--- config.mk ---
export PLATFORM = sky130hd
export DESIGN_NAME = fault_campaign_ctrl
export DESIGN_NICKNAME = d
export VERILOG_FILES = /design/src/rtl/fault_campaign_ctrl.sv
export SDC_FILE = /design/constraint.sdc
export NUM_CORES = 1
export LEC_CHECK = 0
export ABC_AREA = 1
export BUFFER_PORTS_ARGS = -buffer_cell sky130_fd_sc_hd__buf_2
export CAP_MARGIN = 20
export CORE_ASPECT_RATIO = 1.25
export CORE_UTILIZATION = 56
export DETAILED_ROUTE_END_ITERATION = 10
export HOLD_SLACK_MARGIN = 0.05
export PLACE_DENSITY = 0.8
export REMOVE_ABC_BUFFERS = 1
export SYNTH_ARGS = -nofsm -noshare
export SYNTH_HDL_FRONTEND = slang
export SYNTH_SLANG_ARGS = --single-unit
export TNS_END_PERCENT = 30
--- constraint.sdc ---
create_clock -name clk -period 2.9 [get_ports clk]
set_input_delay 0.725 -clock clk [delete_from_list [all_inputs] [get_ports clk]]
set_output_delay 0.725 -clock clk [all_outputs]
set_load 0.05 [all_outputs]
--- src/rtl/fault_campaign_ctrl.sv ---
// Stuck-at fault-injection campaign sequencer: enables one fault at a time, watches mismatch, streams results.
// Optional macro FAULT_EARLY_EXIT_EN: the first mismatch in OBSERVE cuts the window short.
module fault_campaign_ctrl #(
    parameter int unsigned NSITES = 8,
    parameter int unsigned SETTLE = 2,
    parameter int unsigned WINDOW = 16,
    parameter int unsigned CW     = 16
) (
    input  logic                          clk,
    input  logic                          rst,
    input  logic                          start,
    input  logic                          abort,
    input  logic                          mismatch,
    output logic [NSITES-1:0]             stuck0_en,
    output logic [NSITES-1:0]             stuck1_en,
    output logic                          stim_restart,
    output logic                          busy,
    output logic                          done,
    output logic                          res_valid,
    input  logic                          res_ready,
    output logic [$clog2(2*NSITES)-1:0]   res_fault,
    output logic                          res_detected,
    output logic [$clog2(WINDOW)-1:0]     res_cycle,
    output logic [CW-1:0]                 det_count,
    output logic [CW-1:0]                 undet_count
);

    localparam int unsigned FW   = $clog2(2*NSITES);
    localparam int unsigned WW   = $clog2(WINDOW);
    localparam int unsigned EW   = 2*NSITES;
    localparam int unsigned SW   = (NSITES > 1) ? $clog2(NSITES) : 1;
    localparam int unsigned CMAX = (WINDOW > SETTLE) ? WINDOW : SETTLE;
    localparam int unsigned CNTW = $clog2(CMAX);

    localparam logic [FW-1:0]   LAST_F   = FW'(2*NSITES-1);
    localparam logic [CNTW-1:0] OBS_LAST = CNTW'(WINDOW-1);
    localparam logic [CNTW-1:0] SET_LAST = CNTW'((SETTLE > 0) ? SETTLE-1 : 0);

    typedef enum logic [2:0] {
        S_IDLE, S_RESTART, S_SETTLE, S_OBSERVE, S_RECORD, S_DONE
    } state_t;

    state_t          state_q, state_d;
    logic [FW-1:0]   fault_q, fault_d;
    logic [CNTW-1:0] cnt_q, cnt_d;
    logic            det_flag_q, det_flag_d;
    logic [WW-1:0]   cap_q, cap_d;
    logic [CW-1:0]   det_cnt_q, det_cnt_d;
    logic [CW-1:0]   undet_cnt_q, undet_cnt_d;

    logic [EW-1:0]   en_q, en_d;
    logic            stim_restart_q, stim_restart_d;
    logic            busy_q, busy_d;
    logic            done_q, done_d;
    logic            res_valid_q, res_valid_d;
    logic [FW-1:0]   res_fault_q, res_fault_d;
    logic            res_detected_q, res_detected_d;
    logic [WW-1:0]   res_cycle_q, res_cycle_d;

    logic [SW-1:0]   site_d;
    logic [FW-1:0]   sel_d;

    // State, datapath and output registers
    always_ff @(posedge clk or posedge rst) begin
        if (rst) begin
            state_q        <= S_IDLE;
            fault_q        <= '0;
            cnt_q          <= '0;
            det_flag_q     <= 1'b0;
            cap_q          <= '0;
            det_cnt_q      <= '0;
            undet_cnt_q    <= '0;
            en_q           <= '0;
            stim_restart_q <= 1'b0;
            busy_q         <= 1'b0;
            done_q         <= 1'b0;
            res_valid_q    <= 1'b0;
            res_fault_q    <= '0;
            res_detected_q <= 1'b0;
            res_cycle_q    <= '0;
        end else begin
            state_q        <= state_d;
            fault_q        <= fault_d;
            cnt_q          <= cnt_d;
            det_flag_q     <= det_flag_d;
            cap_q          <= cap_d;
            det_cnt_q      <= det_cnt_d;
            undet_cnt_q    <= undet_cnt_d;
            en_q           <= en_d;
            stim_restart_q <= stim_restart_d;
            busy_q         <= busy_d;
            done_q         <= done_d;
            res_valid_q    <= res_valid_d;
            res_fault_q    <= res_fault_d;
            res_detected_q <= res_detected_d;
            res_cycle_q    <= res_cycle_d;
        end
    end

    // Next-state and datapath updates
    always_comb begin
        state_d     = state_q;
        fault_d     = fault_q;
        cnt_d       = cnt_q;
        det_flag_d  = det_flag_q;
        cap_d       = cap_q;
        det_cnt_d   = det_cnt_q;
        undet_cnt_d = undet_cnt_q;
        case (state_q)
            S_IDLE, S_DONE: begin
                if (start) begin
                    state_d     = S_RESTART;
                    fault_d     = '0;
                    det_cnt_d   = '0;
                    undet_cnt_d = '0;
                end
            end
            S_RESTART: begin
                cnt_d      = '0;
                det_flag_d = 1'b0;
                cap_d      = '0;
                state_d    = (SETTLE > 0) ? S_SETTLE : S_OBSERVE;
            end
            S_SETTLE: begin
                if (cnt_q == SET_LAST) begin
                    cnt_d   = '0;
                    state_d = S_OBSERVE;
                end else begin
                    cnt_d = cnt_q + 1'b1;
                end
            end
            S_OBSERVE: begin
                cnt_d = cnt_q + 1'b1;
                if (mismatch && !det_flag_q) begin
                    det_flag_d = 1'b1;
                    cap_d      = WW'(cnt_q);
                end
`ifdef FAULT_EARLY_EXIT_EN
                if ((cnt_q == OBS_LAST) || mismatch) state_d = S_RECORD;
`else
                if (cnt_q == OBS_LAST) state_d = S_RECORD;
`endif
            end
            S_RECORD: begin
                if (res_ready) begin
                    if (det_flag_q) begin
                        if (det_cnt_q != {CW{1'b1}}) det_cnt_d = det_cnt_q + 1'b1;
                    end else begin
                        if (undet_cnt_q != {CW{1'b1}}) undet_cnt_d = undet_cnt_q + 1'b1;
                    end
                    if (fault_q == LAST_F) begin
                        state_d = S_DONE;
                    end else begin
                        fault_d = fault_q + 1'b1;
                        state_d = S_RESTART;
                    end
                end
            end
            default: state_d = S_IDLE;
        endcase
        // Abort wins over start and the result handshake; counters keep their values
        if (abort && (state_q != S_IDLE) && (state_q != S_DONE)) begin
            state_d     = S_IDLE;
            det_cnt_d   = det_cnt_q;
            undet_cnt_d = undet_cnt_q;
        end
    end

    // Outputs decoded from the next state so they land in registers aligned with it
    always_comb begin
        en_d           = '0;
        site_d         = SW'(fault_d >> 1);
        sel_d          = fault_d[0] ? (FW'(NSITES) + FW'(site_d)) : FW'(site_d);
        stim_restart_d = (state_d == S_RESTART);
        busy_d         = (state_d != S_IDLE) && (state_d != S_DONE);
        done_d         = (state_d == S_DONE);
        res_valid_d    = (state_d == S_RECORD);
        res_fault_d    = fault_d;
        res_detected_d = det_flag_d;
        res_cycle_d    = cap_d;
        if ((state_d == S_RESTART) || (state_d == S_SETTLE) || (state_d == S_OBSERVE)) begin
            en_d = EW'(1) << sel_d;
        end
    end

    assign stuck0_en    = en_q[NSITES-1:0];
    assign stuck1_en    = en_q[EW-1:NSITES];
    assign stim_restart = stim_restart_q;
    assign busy         = busy_q;
    assign done         = done_q;
    assign res_valid    = res_valid_q;
    assign res_fault    = res_fault_q;
    assign res_detected = res_detected_q;
    assign res_cycle    = res_cycle_q;
    assign det_count    = det_cnt_q;
    assign undet_count  = undet_cnt_q;

endmodule

# Word-level counts from Yosys, hierarchy flattened
# Cells that the tools add are included.
# totals
reg_bits	68
in_bits	6
wordCells	88
# classes
shifts	1
n_reduce_logical	17
muxes	28
n_bitwise	1
eq_ne	24
add_sub_neg	5
# ops
cell	n
$mux 16	8
$pmux 16 s2	2
$add 16x1->16 const B	2
$ne 16x16->1 const B	2
$mux 4	6
$mux 3	6
$pmux 4 s2	2
$shl 1x4->16 const A	1
$pmux 3 s5	1
$ne 2x2->1 const B	7
$eq 3x2->1 const B	4
$eq 3x3->1 const B	4
$pmux 4 s3	1
$reduce_and 6->1	2
$reduce_bool 3->1	3
$add 4x1->4 const B	2
$eq 4x4->1 const B	2
$eq 3x1->1 const B	2
$ne 3x3->1 const B	2
$add 4x3->4 const A	1
$eq 4x1->1 const B	1
$logic_and 1x1->1	4
$reduce_bool 2->1	2
$logic_not 3->1	1
7 further kinds	8

# Longest topological paths before layout
# logic_depth
depth_word	9
depth_mapped	13
depth_no_buf	12

# Worst setup path before layout
# OpenSTA, ideal clock, no wires.
# synth_timing
path_type	register to register
start	reg det_cnt_q[0], in the netlist det_count[0]
end	reg det_cnt_q[0], in the netlist det_count[0]
stages_incl_launch_ff	11
arrival_ns	1.925
required_time_ns	2.781
path_slack_ns	0.856
setup_ns	0.119
cell_sequence	dfrtp_1 > ha_1 > nand3_1 > inv_1 > nand2_1 > nor2_1 > a21oi_2 > nand2_4 > buf_2 > nand3_1 > nand2_1
# synth_via
elab_chain_cells	5
word_cells_on_any_way	8
classes_between	1 x add/sub; 2 x eq/ne; 4 x mux; 1 x reduce/logical
# synth_rtl
element	line	rtl
from (decl)	48	logic [CW-1:0] det_cnt_q, det_cnt_d;
from (signal assigned)	87	det_cnt_q <= det_cnt_d;
$add 16x1->16	147	if (det_cnt_q != {CW{1'b1}}) det_cnt_d = det_cnt_q + 1'b1;
$mux 16	147	
$mux 16	146	if (det_flag_q) begin
$mux 16	145	if (res_ready) begin
$pmux 16 s2	109	case (state_q)
# Several ways; a longest one is shown, not always the timed one. The select of a mux whose other input is x is not followed.
# A chain may end at the register's enable or synchronous reset.

# Final worst setup path
# layout_timing
start	reg det_cnt_q[0], in the netlist det_count[0]
end	reg det_cnt_q[3], in the netlist det_count[3]
# The elaborated chain is that of the path after synthesis.

==> flow_summary.html <==
<table>
<tr><th>Metric</th><th>Value</th></tr>
<tr><th colspan="2">Drt</th></tr>
<tr><td>Routed wire per std cell</td><td>13.1 um</td></tr>
<tr><td>Post-route DRC violation count</td><td>0</td></tr>
<tr><td>Average vias per placed instance</td><td>5.39</td></tr>
<tr><td>Number of DRC markers in iteration 0</td><td>279</td></tr>
<tr><td>DR pass1 iterations</td><td>7</td></tr>
<tr><td>Post-route ant nets</td><td>0</td></tr>
<tr><td>Via count</td><td>3503</td></tr>
<tr><td>Final wirelength</td><td>8.51 mm</td></tr>
<tr><th colspan="2">Clock network</th></tr>
<tr><td>Post_cts resized</td><td>0</td></tr>
<tr><td>Number of buffers inserted during clock tree synthesis</td><td>9</td></tr>
<tr><td>CTS H-tree lvls</td><td>3</td></tr>
<tr><td>Clock tree from TritonCTS</td><td>done</td></tr>
<tr><td>Clock latency at the later pin of the worst-skew pair</td><td>0.36 ns</td></tr>
<tr><td>Clock tree buffer depth</td><td>2</td></tr>
<tr><td>Register clock-pin slew on the reported worst setup and hold paths</td><td>0.08 ns</td></tr>
<tr><td>CTS Root Cell</td><td>sky130_fd_sc_hd__clkbuf_8</td></tr>
<tr><td>Setup repair bufs after CTS</td><td>0</td></tr>
<tr><td>Number of clock sinks</td><td>68</td></tr>
<tr><td>Cts hold-fix bufs</td><td>0</td></tr>
<tr><th colspan="2">Finish</th></tr>
<tr><td>Final Util</td><td>0.675</td></tr>
<tr><td>Final #Nets</td><td>569</td></tr>
<tr><td>Final antenna diode count</td><td>0</td></tr>
<tr><td>Share of post-route cells with drive strength above 1</td><td>0.215</td></tr>
<tr><td>Non-Filler Cell Area, Final</td><td>4430 um^2</td></tr>
<tr><td>Area growth from synthesis to layout</td><td>16.3%</td></tr>
<tr><th colspan="2">Logic synthesis</th></tr>
<tr><td>Gate count after technology mapping</td><td>488</td></tr>
<tr><td>Number of distinct standard cells referenced by the synthesized netlist</td><td>34</td></tr>
<tr><td>Sequential area share after synthesis</td><td>0.447</td></tr>
<tr><td>Post-synthesis cell area</td><td>3810 um^2</td></tr>
<tr><td>Synthesis warning total</td><td>0</td></tr>
<tr><td>#FFs+latches synth</td><td>68</td></tr>
<tr><td>Synthesized area per cell</td><td>7.81 um^2</td></tr>
<tr><th colspan="2">Global routing</th></tr>
<tr><td>Number of global-route vias before repair</td><td>3431</td></tr>
<tr><td>Maximum number of pins on one net before global-route repair</td><td>38</td></tr>
<tr><td>Sum of overflow across all layers after global routing</td><td>0</td></tr>
<tr><td>Combined global-route utilization of all metal layers</td><td>0.270</td></tr>
<tr><td>First-pass GRT wire length</td><td>14.6 mm</td></tr>
<tr><td>Initial antenna violation count</td><td>0</td></tr>
<tr><th colspan="2">Floorplanning</th></tr>
<tr><td>I/O pin cnt</td><td>67</td></tr>
<tr><td>Die Width</td><td>75.8 um</td></tr>
<tr><td>Starting density of the core</td><td>0.580</td></tr>
<tr><td>Floorplan Core Area</td><td>6570 um^2</td></tr>
<tr><td>Full die area</td><td>7140 um^2</td></tr>
<tr><td>Row count</td><td>33</td></tr>
<tr><td>Die boundary height</td><td>94.2 um</td></tr>
<tr><th colspan="2">Worst setup path</th></tr>
<tr><td>Critical Path Fanout Max</td><td>14</td></tr>
<tr><td>Startpoint Class</td><td>register</td></tr>
<tr><td>Nature of the critical path endpoint</td><td>register</td></tr>
<tr><td>Worst setup path class</td><td>register to register</td></tr>
<tr><td>CP cell instances</td><td>ha_1, nand3_1, inv_1, nand2_1, nor2_1, a21oi_2, nand2_4, nand2_2, o21ai_0</td></tr>
<tr><td>Crit path DAT</td><td>2.40 ns</td></tr>
<tr><td>Required time at the endpoint of the critical path</td><td>3.13 ns</td></tr>
<tr><td>Biggest cell delay along the critical path</td><td>0.46 ns</td></tr>
<tr><td>Critical path's slowest cell</td><td>sky130_fd_sc_hd__dfrtp_1</td></tr>
<tr><th colspan="2">Place</th></tr>
<tr><td>Routability congestion estimate</td><td>0.892</td></tr>
<tr><td>Post-detailed-placement cell area</td><td>4210 um^2</td></tr>
<tr><td>Port buffer count</td><td>66</td></tr>
<tr><td>DPL Wire Length</td><td>6.12 mm</td></tr>
<tr><td>Post-Place Setup Slack</td><td>0.756 ns</td></tr>
<tr><th colspan="2">Power</th></tr>
<tr><td>Proportion of power drawn by the clock network</td><td>0.322</td></tr>
<tr><td>Power per cell area</td><td>621 nW/um^2</td></tr>
<tr><td>Worst-case vdd ir drop</td><td>0.573 mV</td></tr>
<tr><td>Static Leak</td><td>2.26 nW</td></tr>
<tr><td>Post-route total power</td><td>2.75 mW</td></tr>
<tr><td>Switching pwr</td><td>1.05 mW</td></tr>
<tr><td>Comb power frac</td><td>0.288</td></tr>
<tr><td>Cell-internal power</td><td>1.70 mW</td></tr>
<tr><td>Switching share of power</td><td>0.381</td></tr>
<tr><td>Sequential share of power</td><td>0.389</td></tr>
<tr><th colspan="2">STA</th></tr>
<tr><td>Final setup fails</td><td>0</td></tr>
<tr><td>Tcrit/Tclk final</td><td>0.749</td></tr>
<tr><td>Final Hold Viols</td><td>0</td></tr>
<tr><td>Final setup TNS</td><td>0 ns</td></tr>
<tr><td>Pins over their slew limit</td><td>0</td></tr>
<tr><td>Slew @ Worst Pin</td><td>0.692 ns</td></tr>
<tr><td>Highest achievable clock rate</td><td>460 MHz</td></tr>
<tr><td>Unrepaired setup endpoints after global routing</td><td>no</td></tr>
<tr><td>Max-slew headroom</td><td>0.538</td></tr>
<tr><td>Clock skew</td><td>0.00849 ns</td></tr>
<tr><td>Shortest period the worst path allows</td><td>2.17 ns</td></tr>
<tr><td>Final worst setup slack</td><td>0.727 ns</td></tr>
<tr><th colspan="2">Hold path</th></tr>
<tr><td>Worst hold path class</td><td>input port to async pin</td></tr>
<tr><th colspan="2">Job</th></tr>
<tr><td>Count of maximum capacitance violations</td><td>0</td></tr>
<tr><th colspan="2">Status</th></tr>
<tr><td>Result of the run</td><td>finished clean</td></tr>
</table>
per-layer routing:
metal / vias up / track usage / share of wire
met4: 0 / 0.147 / 0.025
met3: 16 / 0.0451 / 0.044
met2: 118 / 0.439 / 0.50
li1: 1725 / - / -
met5: - / 0 / 0
met1: 1644 / 0.333 / 0.43
cell families (layout without fill, tap and decap cells):
kind of cell    Yosys count  after routing  synth area share
compound gates           29             29            0.0499
xor+xnor                 20             20            0.0460
fa+ha+maj                 5              5            0.0164
buf+inv                  56            131            0.0647
flops                    68             68             0.447
simple gates            310            310             0.376
Yosys cell counts:
cell type / n / area share
sky130_fd_sc_hd__a21oi_1: 6 / 0.0079
sky130_fd_sc_hd__a21oi_2: 1 / 0.0023
sky130_fd_sc_hd__a21oi_4: 1 / 0.0043
sky130_fd_sc_hd__a31o_2: 1 / 0.0023
sky130_fd_sc_hd__buf_2: 2 / 0.0026
sky130_fd_sc_hd__buf_4: 1 / 0.0020
sky130_fd_sc_hd__buf_6: 4 / 0.012
sky130_fd_sc_hd__clkbuf_1: 2 / 0.0020
sky130_fd_sc_hd__clkinv_1: 1 / 0.00098
sky130_fd_sc_hd__dfrtp_1: 68 / 0.45
sky130_fd_sc_hd__ha_1: 5 / 0.016
sky130_fd_sc_hd__inv_1: 43 / 0.042
sky130_fd_sc_hd__inv_2: 3 / 0.0030
sky130_fd_sc_hd__nand2_1: 126 / 0.12
sky130_fd_sc_hd__nand2_2: 12 / 0.020
sky130_fd_sc_hd__nand2_4: 5 / 0.015
sky130_fd_sc_hd__nand3_1: 52 / 0.068
sky130_fd_sc_hd__nand3_2: 2 / 0.0053
sky130_fd_sc_hd__nand3_4: 2 / 0.0092
sky130_fd_sc_hd__nand3b_1: 2 / 0.0039
sky130_fd_sc_hd__nand4_1: 21 / 0.034
sky130_fd_sc_hd__nor2_1: 80 / 0.079
sky130_fd_sc_hd__nor2_4: 1 / 0.0030
sky130_fd_sc_hd__nor2_8: 1 / 0.0053
sky130_fd_sc_hd__nor3_1: 4 / 0.0053
sky130_fd_sc_hd__nor3_2: 1 / 0.0026
sky130_fd_sc_hd__o211ai_1: 1 / 0.0020
sky130_fd_sc_hd__o21ai_0: 8 / 0.011
sky130_fd_sc_hd__o21ai_1: 2 / 0.0026
sky130_fd_sc_hd__o21ai_2: 5 / 0.011
sky130_fd_sc_hd__o22ai_1: 4 / 0.0066
sky130_fd_sc_hd__or2_2: 1 / 0.0016
sky130_fd_sc_hd__xnor2_1: 5 / 0.011
sky130_fd_sc_hd__xor2_1: 15 / 0.034
power by group through the flow:
stage	sequential (mW)	combinational [mW]	clock, mW
3_3_place_gp	1.08	0.778	0
2_1_floorplan	1.19	0.517	0
3_5_place_dp	1.09	0.790	0
4_1_cts	1.07	0.795	0.893
6_report	1.07	0.794	0.887
5_1_grt	1.08	0.877	0.929
final cells by class:
type	count	area (um^2)
timing repair buffer	68	358
sequential	68	1700
fill	544	2130
tap	87	109
inverter	47	176
clock inverter	6	87.6
multi-input combinational	364	1860
clock buffer	10	138
final timing paths:
kind | startpoint | to | slack, ns | cells past startpoint
setup reg to reg | det_count[0] | det_count[3] | 0.73 | 9
hold reg to reg | res_cycle[1] | res_cycle[1] | 0.54 | 2
min in group clk | res_cycle[1] | res_cycle[1] | 0.54 | 2
hold / removal | rst | busy | 0.47 | 2
setup / recovery | det_count[0] | det_count[3] | 0.73 | 9
max in group asynchronous | rst | undet_count[15] | 1.80 | 3
registers in the layout, summed over array words and instances (netlist names):
name and cells:
res_detected 1, res_valid 1, undet_count 16, cnt_q 4, done 1, det_count 16
state_q 3, busy 1, res_cycle 4, stim_restart 1, res_fault 4, en_q 16
stage by stage:
step / std cells / hold slack (ns)
after floorplan: 479 / 0.510
after global placement: 634 / 0.521
after detailed placement: 634 / 0.530
after CTS: 650 / 0.486
after global routing: 650 / 0.535
final: 650 / 0.466
cell usage in the layout, fill, tap and decap left out, types with 8 or more instances in the layout:
cell,Yosys,layout
sky130_fd_sc_hd__nand2_1,126,126
sky130_fd_sc_hd__clkbuf_8,0,10
sky130_fd_sc_hd__inv_1,43,42
sky130_fd_sc_hd__nand4_1,21,21
sky130_fd_sc_hd__dfrtp_1,68,68
sky130_fd_sc_hd__o21ai_0,8,8
sky130_fd_sc_hd__nor2_1,80,80
sky130_fd_sc_hd__nand2_2,12,12
sky130_fd_sc_hd__buf_2,2,66
sky130_fd_sc_hd__xor2_1,15,15
sky130_fd_sc_hd__nand3_1,52,52
worst max-delay path, delay by kind of cell, from the launching register on:
family / cells / cell delay (ns)
adder cells (fa/ha/maj): 1 / 0.28
AND/OR/NAND/NOR: 5 / 0.77
flip-flops: 1 / 0.46
buffers and inverters: 1 / 0.08
AO/OA/AOI/OAI: 2 / 0.44
No activity file was read; power rests on OpenSTA's default activity.
